==> config.mk <==
export PLATFORM = sky130hd
export DESIGN_NAME = operand_fetch_stage_flat
export DESIGN_NICKNAME = d
export VERILOG_FILES = /design/src/rtl/cpu_types_pkg.sv /design/src/rtl/operand_fetch_stage_if.sv /design/src/rtl/operand_fetch_stage_fwd_mux.sv /design/src/rtl/operand_fetch_stage.sv /design/src/flat_wrapper.sv
export SDC_FILE = /design/constraint.sdc
export NUM_CORES = 1
export LEC_CHECK = 0
export CAP_MARGIN = 20
export CORE_AREA = 4 4 272 274
export DETAILED_ROUTE_END_ITERATION = 10
export DIE_AREA = 0 0 276 278
export PLACE_DENSITY = 0.49
export SLEW_MARGIN = 0
export SYNTH_ARGS = -nofsm -noshare
export SYNTH_HDL_FRONTEND = slang
export SYNTH_HIERARCHICAL = 1
export SYNTH_SLANG_ARGS = --single-unit
export TNS_END_PERCENT = 50
==> constraint.sdc <==
create_clock -name CLK -period 3.4 [get_ports CLK]
set_input_delay 0.68 -clock CLK [delete_from_list [all_inputs] [get_ports CLK]]
set_output_delay 0.68 -clock CLK [all_outputs]
set_load 0.01 [all_outputs]
==> src/rtl/cpu_types_pkg.sv <==
// Shared datapath types for the decode/execute pipeline: widths, control bundle
// and the ID/EX register payload.
package cpu_types_pkg;

   localparam int XLEN   = 64;
   localparam int REG_AW = 5;

   typedef logic [XLEN-1:0]   word_t;
   typedef logic [REG_AW-1:0] regaddr_t;

   typedef enum logic [3:0] {
      ALU_ADD, ALU_SUB, ALU_AND, ALU_OR, ALU_XOR,
      ALU_SLL, ALU_SRL, ALU_SRA, ALU_SLT, ALU_SLTU
   } alu_op_t;

   typedef struct packed {
      alu_op_t alu_op;
      logic    uses_rs1;
      logic    uses_rs2;
      logic    is_load;
      logic    is_store;
      logic    reg_write;
      logic    use_imm;
   } ctrl_t;

   typedef struct packed {
      word_t    pc;
      word_t    imm;
      word_t    op1;
      word_t    op2;
      regaddr_t rd;
      ctrl_t    ctrl;
   } idex_t;

   // A live producer whose destination matches the consumer's source.
   function automatic logic rd_match(input logic v, input regaddr_t rd, input regaddr_t src);
      return v && (rd == src);
   endfunction

endpackage

==> src/rtl/operand_fetch_stage_if.sv <==
// Handshake buses around the operand fetch stage: decode -> stage and the
// registered ID/EX bus -> execute.
interface dec_if;
   import cpu_types_pkg::*;

   logic     in_valid;
   logic     in_ready;
   word_t    in_pc;
   regaddr_t in_rs1;
   regaddr_t in_rs2;
   regaddr_t in_rd;
   word_t    in_imm;
   ctrl_t    in_ctrl;

   modport master (output in_valid, in_pc, in_rs1, in_rs2, in_rd, in_imm, in_ctrl,
                   input  in_ready);
   modport slave  (input  in_valid, in_pc, in_rs1, in_rs2, in_rd, in_imm, in_ctrl,
                   output in_ready);
endinterface

interface idex_if;
   import cpu_types_pkg::*;

   logic     out_valid;
   logic     out_ready;
   word_t    out_pc;
   word_t    out_imm;
   word_t    out_op1;
   word_t    out_op2;
   regaddr_t out_rd;
   ctrl_t    out_ctrl;

   modport master (output out_valid, out_pc, out_imm, out_op1, out_op2, out_rd, out_ctrl,
                   input  out_ready);
   modport slave  (input  out_valid, out_pc, out_imm, out_op1, out_op2, out_rd, out_ctrl,
                   output out_ready);
endinterface

==> src/rtl/operand_fetch_stage_fwd_mux.sv <==
// Per-operand forwarding select: x0 forced to zero, then EX (non-load), then MEM,
// then the register file. EX is younger than MEM, so it takes priority.
module fwd_mux
   import cpu_types_pkg::*;
(
   input  regaddr_t src,
   input  word_t    rf_data,
   input  logic     ex_valid,
   input  logic     ex_is_load,
   input  regaddr_t ex_rd,
   input  word_t    ex_data,
   input  logic     mem_valid,
   input  regaddr_t mem_rd,
   input  word_t    mem_data,
   output word_t    op
);

   // NOTE: every always_comb output gets a default first so no path infers a latch.
   always_comb begin
      op = rf_data;
      if (src == '0) begin
         op = '0;
      end else if (rd_match(ex_valid && !ex_is_load, ex_rd, src)) begin
         op = ex_data;
      end else if (rd_match(mem_valid, mem_rd, src)) begin
         op = mem_data;
      end
   end

endmodule

==> src/rtl/operand_fetch_stage.sv <==
// Operand fetch stage: regfile read, EX/MEM forwarding, load-use stall and the
// ID/EX pipeline register with valid/ready handshakes on both sides.
module operand_fetch_stage
   import cpu_types_pkg::*;
(
   input  logic     CLK,
   input  logic     nRST,
   dec_if.slave     dec,
   idex_if.master   idex,
   output regaddr_t rf_rs1,
   output regaddr_t rf_rs2,
   input  word_t    rf_rdata1,
   input  word_t    rf_rdata2,
   input  logic     ex_valid,
   input  regaddr_t ex_rd,
   input  logic     ex_is_load,
   input  word_t    ex_data,
   input  logic     mem_valid,
   input  regaddr_t mem_rd,
   input  word_t    mem_data,
   input  logic     flush
);

   word_t op1_fwd;
   word_t op2_fwd;
   logic  hazard;
   logic  advance;
   logic  valid_d, valid_q;
   idex_t idex_d,  idex_q;

   assign rf_rs1 = dec.in_rs1;
   assign rf_rs2 = dec.in_rs2;

   fwd_mux u_fwd_op1 (
      .src(dec.in_rs1), .rf_data(rf_rdata1),
      .ex_valid(ex_valid), .ex_is_load(ex_is_load), .ex_rd(ex_rd), .ex_data(ex_data),
      .mem_valid(mem_valid), .mem_rd(mem_rd), .mem_data(mem_data),
      .op(op1_fwd)
   );

   fwd_mux u_fwd_op2 (
      .src(dec.in_rs2), .rf_data(rf_rdata2),
      .ex_valid(ex_valid), .ex_is_load(ex_is_load), .ex_rd(ex_rd), .ex_data(ex_data),
      .mem_valid(mem_valid), .mem_rd(mem_rd), .mem_data(mem_data),
      .op(op2_fwd)
   );

   // A load in EX has no data yet; unused operands never stall.
   assign hazard = ex_valid && ex_is_load && (ex_rd != '0) &&
                   ((dec.in_ctrl.uses_rs1 && (ex_rd == dec.in_rs1)) ||
                    (dec.in_ctrl.uses_rs2 && (ex_rd == dec.in_rs2)));

   assign advance      = !valid_q || idex.out_ready;
   assign dec.in_ready = advance && !hazard && !flush;

   always_comb begin
      valid_d = valid_q;
      idex_d  = idex_q;
      if (flush) begin
         valid_d = 1'b0;
      end else if (advance && hazard) begin
         valid_d = 1'b0;
      end else if (advance) begin
         valid_d     = dec.in_valid;
         idex_d.pc   = dec.in_pc;
         idex_d.imm  = dec.in_imm;
         idex_d.op1  = op1_fwd;
         idex_d.op2  = op2_fwd;
         idex_d.rd   = dec.in_rd;
         idex_d.ctrl = dec.in_ctrl;
      end
   end

   // NOTE: sequential state uses non-blocking assignments only; the data fields are
   // reset too so the bus reads as zero while idle after reset.
   always_ff @(posedge CLK or negedge nRST) begin
      if (!nRST) begin
         valid_q <= 1'b0;
         idex_q  <= '0;
      end else begin
         valid_q <= valid_d;
         idex_q  <= idex_d;
      end
   end

   assign idex.out_valid = valid_q;
   assign idex.out_pc    = idex_q.pc;
   assign idex.out_imm   = idex_q.imm;
   assign idex.out_op1   = idex_q.op1;
   assign idex.out_op2   = idex_q.op2;
   assign idex.out_rd    = idex_q.rd;
   assign idex.out_ctrl  = idex_q.ctrl;

endmodule

==> src/flat_wrapper.sv <==
// flat-port wrapper written by rule: the top's interface ports become plain ports
module operand_fetch_stage_flat import cpu_types_pkg::*;
  (CLK, nRST, rf_rs1, rf_rs2, rf_rdata1, rf_rdata2, ex_valid, ex_rd, ex_is_load, ex_data, mem_valid, mem_rd, mem_data, flush, dec_in_valid, dec_in_pc, dec_in_rs1, dec_in_rs2, dec_in_rd, dec_in_imm, dec_in_ctrl, dec_in_ready, idex_out_valid, idex_out_pc, idex_out_imm, idex_out_op1, idex_out_op2, idex_out_rd, idex_out_ctrl, idex_out_ready);
  dec_if dec_i ();
  idex_if idex_i ();
  input  logic CLK;
  input  logic nRST;
  output regaddr_t rf_rs1;
  output regaddr_t rf_rs2;
  input  word_t rf_rdata1;
  input  word_t rf_rdata2;
  input  logic ex_valid;
  input  regaddr_t ex_rd;
  input  logic ex_is_load;
  input  word_t ex_data;
  input  logic mem_valid;
  input  regaddr_t mem_rd;
  input  word_t mem_data;
  input  logic flush;
  input wire logic [$bits(dec_i.in_valid)-1:0] dec_in_valid;
  input wire logic [$bits(dec_i.in_pc)-1:0] dec_in_pc;
  input wire logic [$bits(dec_i.in_rs1)-1:0] dec_in_rs1;
  input wire logic [$bits(dec_i.in_rs2)-1:0] dec_in_rs2;
  input wire logic [$bits(dec_i.in_rd)-1:0] dec_in_rd;
  input wire logic [$bits(dec_i.in_imm)-1:0] dec_in_imm;
  input wire logic [$bits(dec_i.in_ctrl)-1:0] dec_in_ctrl;
  output wire logic [$bits(dec_i.in_ready)-1:0] dec_in_ready;
  output wire logic [$bits(idex_i.out_valid)-1:0] idex_out_valid;
  output wire logic [$bits(idex_i.out_pc)-1:0] idex_out_pc;
  output wire logic [$bits(idex_i.out_imm)-1:0] idex_out_imm;
  output wire logic [$bits(idex_i.out_op1)-1:0] idex_out_op1;
  output wire logic [$bits(idex_i.out_op2)-1:0] idex_out_op2;
  output wire logic [$bits(idex_i.out_rd)-1:0] idex_out_rd;
  output wire logic [$bits(idex_i.out_ctrl)-1:0] idex_out_ctrl;
  input wire logic [$bits(idex_i.out_ready)-1:0] idex_out_ready;
  assign dec_i.in_valid = dec_in_valid;
  assign dec_i.in_pc = dec_in_pc;
  assign dec_i.in_rs1 = dec_in_rs1;
  assign dec_i.in_rs2 = dec_in_rs2;
  assign dec_i.in_rd = dec_in_rd;
  assign dec_i.in_imm = dec_in_imm;
  assign dec_i.in_ctrl = dec_in_ctrl;
  assign dec_in_ready = dec_i.in_ready;
  assign idex_out_valid = idex_i.out_valid;
  assign idex_out_pc = idex_i.out_pc;
  assign idex_out_imm = idex_i.out_imm;
  assign idex_out_op1 = idex_i.out_op1;
  assign idex_out_op2 = idex_i.out_op2;
  assign idex_out_rd = idex_i.out_rd;
  assign idex_out_ctrl = idex_i.out_ctrl;
  assign idex_i.out_ready = idex_out_ready;
  operand_fetch_stage u_core (.CLK(CLK), .nRST(nRST), .dec(dec_i), .idex(idex_i), .rf_rs1(rf_rs1), .rf_rs2(rf_rs2), .rf_rdata1(rf_rdata1), .rf_rdata2(rf_rdata2), .ex_valid(ex_valid), .ex_rd(ex_rd), .ex_is_load(ex_is_load), .ex_data(ex_data), .mem_valid(mem_valid), .mem_rd(mem_rd), .mem_data(mem_data), .flush(flush));
endmodule
==> results of run 1 <==
==> power by group through the flow <==
stage	clock (uW)	sequential, uW	combinational (uW)
final	4080	3970	3330
after global routing	4360	4030	3500
after CTS	4230	3980	3360
after detailed placement	0	4030	3340
after global placement	0	4010	3340
after floorplan	0	4200	1020
==> critical path, stage by stage <==
cell,delay [ps]
clkdlybuf4s50_1,470
xnor2_1,430
nand4_1,220
o22ai_2,310
a21oi_4,120
buf_12,160
buf_4,160
==> registers in the layout (all words and copies together) (netlist names) <==
signal / cells
u_core/idex.out_pc: 64
u_core/idex.out_ctrl: 10
u_core/idex.out_rd: 5
u_core/idex.out_imm: 64
u_core/idex.out_op1: 64
u_core/idex.out_valid: 1
u_core/idex.out_op2: 64
==> cells in the final DEF (no fill, tap or decap), drive strengths merged, types with 3 or more instances in the layout <==
master,n
a211oi,8
a311oi,121
buf,82
clkbuf,59
clkdlybuf4s50,706
clkinv,4
clkinvlp,3
dfrtp,272
diode,10
mux2,271
nand2,5
nand3,8
nand4,126
nor2,3
nor3,129
o21ai,128
o22a,8
xnor2,30
==> final cells by class <==
cell class	count	area [sq um]	share of cell area (%)
well taps	950	1190	4.83
multi-input cells	851	7280	29.6
repair buffers	788	8040	32.7
clock buffers	59	1170	4.76
flip-flops and latches	272	6810	27.7
clock inverters	10	101	0.412
diodes	10	25.0	0.102
==> through the flow <==
step	cell area (sq um)	utilization [%]	hold WS, ps
2_1_floorplan	14900	-	384
3_3_place_gp	23300	32.7	492
3_5_place_dp	23300	32.7	491
4_1_cts	24600	34.4	139
5_1_grt	24600	34.5	139
6_report	24600	34.5	113
==> per-layer routing <==
layer  track usage [%]  part of all wire (%)
met1              23.6                    39
met2              34.1                    50
met3              4.70                   8.4
met4              5.92                   3.0
met5                 0                     0
==> kinds of logic after synthesis <==
family / count (synthesis) / share of synthesized area (%)
XOR/XNOR: 30 / 1.77
AND/OR/NAND/NOR: 282 / 10.7
multiplexers: 271 / 22.5
flip-flops: 272 / 45.8
AO/OA/AOI/OAI: 268 / 13.6
buffers and inverters: 162 / 5.69
==> worst min-delay path by stage <==
stage | endpoint | slack [ps]
global placement | u_core/idex.out_ctrl[3]$_DFFE_PN0P_ | 490
floorplan | u_core/idex.out_ctrl[0]$_DFFE_PN0P_ | 380
finish | u_core/idex.out_pc[59]$_DFFE_PN0P_ | 110
global route | u_core/idex.out_pc[58]$_DFFE_PN0P_ | 140
detailed placement | u_core/idex.out_pc[27]$_DFFE_PN0P_ | 490
CTS | u_core/idex.out_pc[58]$_DFFE_PN0P_ | 140
==> impl_metrics.ini, run 1 <==
[floorplan]
dieArea_sq_um = 76700
start_util_pct = 20.8
core_area_sq_um = 71400
pin_count = 710
row_count = 98
die_x_um = 276
die_h_um = 278

[sta]
period_share_pct = 95.7
tns_ps = 0
worstMarginPinSlew_ps = 796
fin_ws_ps = 147
rsz0062_at_grt = false
slew_headroom_pct = 46.9
slew_violations = 0
fmax_mhz = 307
hold_viol = 0
finalSetupViolCount = 0
fin_crit_ps = 3250
fin_worst_skew_ps = 23.3

[place]
io_buffers = 709
dpl.cell_count = 2861
dp_worst_setup_slack_ps = 63.7
hpwl_um = 57800
place_congestion = 0.887

[power]
p_switching_uw = 3320
leakage_uw = 0.00908
power-per-cell-area_nw_per_um2 = 462
p_int_uw = 8060
combinationalPowerShare_pct = 29.3
swShare_pct = 29.2
ir_drop_v = 0.000292
power_uw = 11400
pwr-share-seq_pct = 34.9
pwr-share-clk_pct = 35.8

[clock_tree]
cts_tree = built
cts_setup_buffers = 0
clockBufferDepth = 3
postCtsHoldBufs = 0
cts-htree-levels = 2
path_clk_slew_ps = 60
ctsResizeCount = 0
cts_buffers = 38
cts-root-buf = clkbuf_16
clkSinkCount = 272
clock_latency_ps = 550

[yosys]
synth_area_leaders = dfrtp_1, mux2_2, mux2_4, a311oi_1, nand4_1
synth_most_common_cell = dfrtp_1
ys_seq_area_share_pct = 45.8
netlist_area_sq_um = 14900
synth.avg_cell_area_sq_um = 11.6
synth-async-reset-ratio_pct = 100
yosysUniqueCellTypes = 27
ys.flop_type = dfrtp_1
yosys.area.top_type = dfrtp_1
ys_seq_elements = 272
synth.top_cell.area_share_pct = 45.8
synth_common_cells = dfrtp_1, mux2_2, nor3_1
synthesis.nets = 1712
synth-edff-count = 0
synthCells = 1285
yosysWarnings = 6

[setup_path]
reg2reg_depth = 6
crit_path_end = dec_in_ready
cp_max_fo = 5
cp.arrival_ps = 2570
cp-end-kind = output pin
worst-r2r-setup-slack_ps = 1240
cp.required_ps = 2720
r2r_start = u_core/idex.out_valid$_DFFE_PN0P_
start_kind = input pin
rr_endpoint = u_core/idex.out_op2[61]$_DFFE_PN0P_
crit_start = ex_rd[3]
crit_type = input pin to output pin

[routing]
drc = 0
ant_nets = 0
wl_per_cell_um = 26.6
num_vias = 14800
initialDrtViolationCount = 1206
wl_um = 78300
firstDrtPassIters = 5
vias_per_cell = 5.04

[global_routing]
grt_pass1_wl_um = 114000
antenna_found_initial = 12
grt-ovfl-total = 0
grt_max_degree = 83
grt_pass1_vias = 15700
track_usage_pct = 19.4

[outcome]
status = complete, no violations

[finish]
nNetsFinal = 2378
num-fill-cells = 7155
final_cells = 2940
syn_to_final_growth_pct = 65.5
drive_gt1_share_pct = 22.9

[hold_path]
hp-class = input pin to asynchronous set/reset pin

[job]
max_cap_violations = 0
(Power assumes the default switching activity.)
==> inputs of run 2 (changes only) <==
--- a/config.mk
+++ b/config.mk
@@ -5,6 +5,7 @@
 export SDC_FILE = /design/constraint.sdc
 export NUM_CORES = 1
 export LEC_CHECK = 0
+export ABC_CLOCK_PERIOD_IN_PS = 3400
 export CAP_MARGIN = 20
 export CORE_AREA = 4 4 272 274
 export DETAILED_ROUTE_END_ITERATION = 10
==> results of run 2 <==
Same layout as run 1: the final DEF is identical, and so are final timing and power.
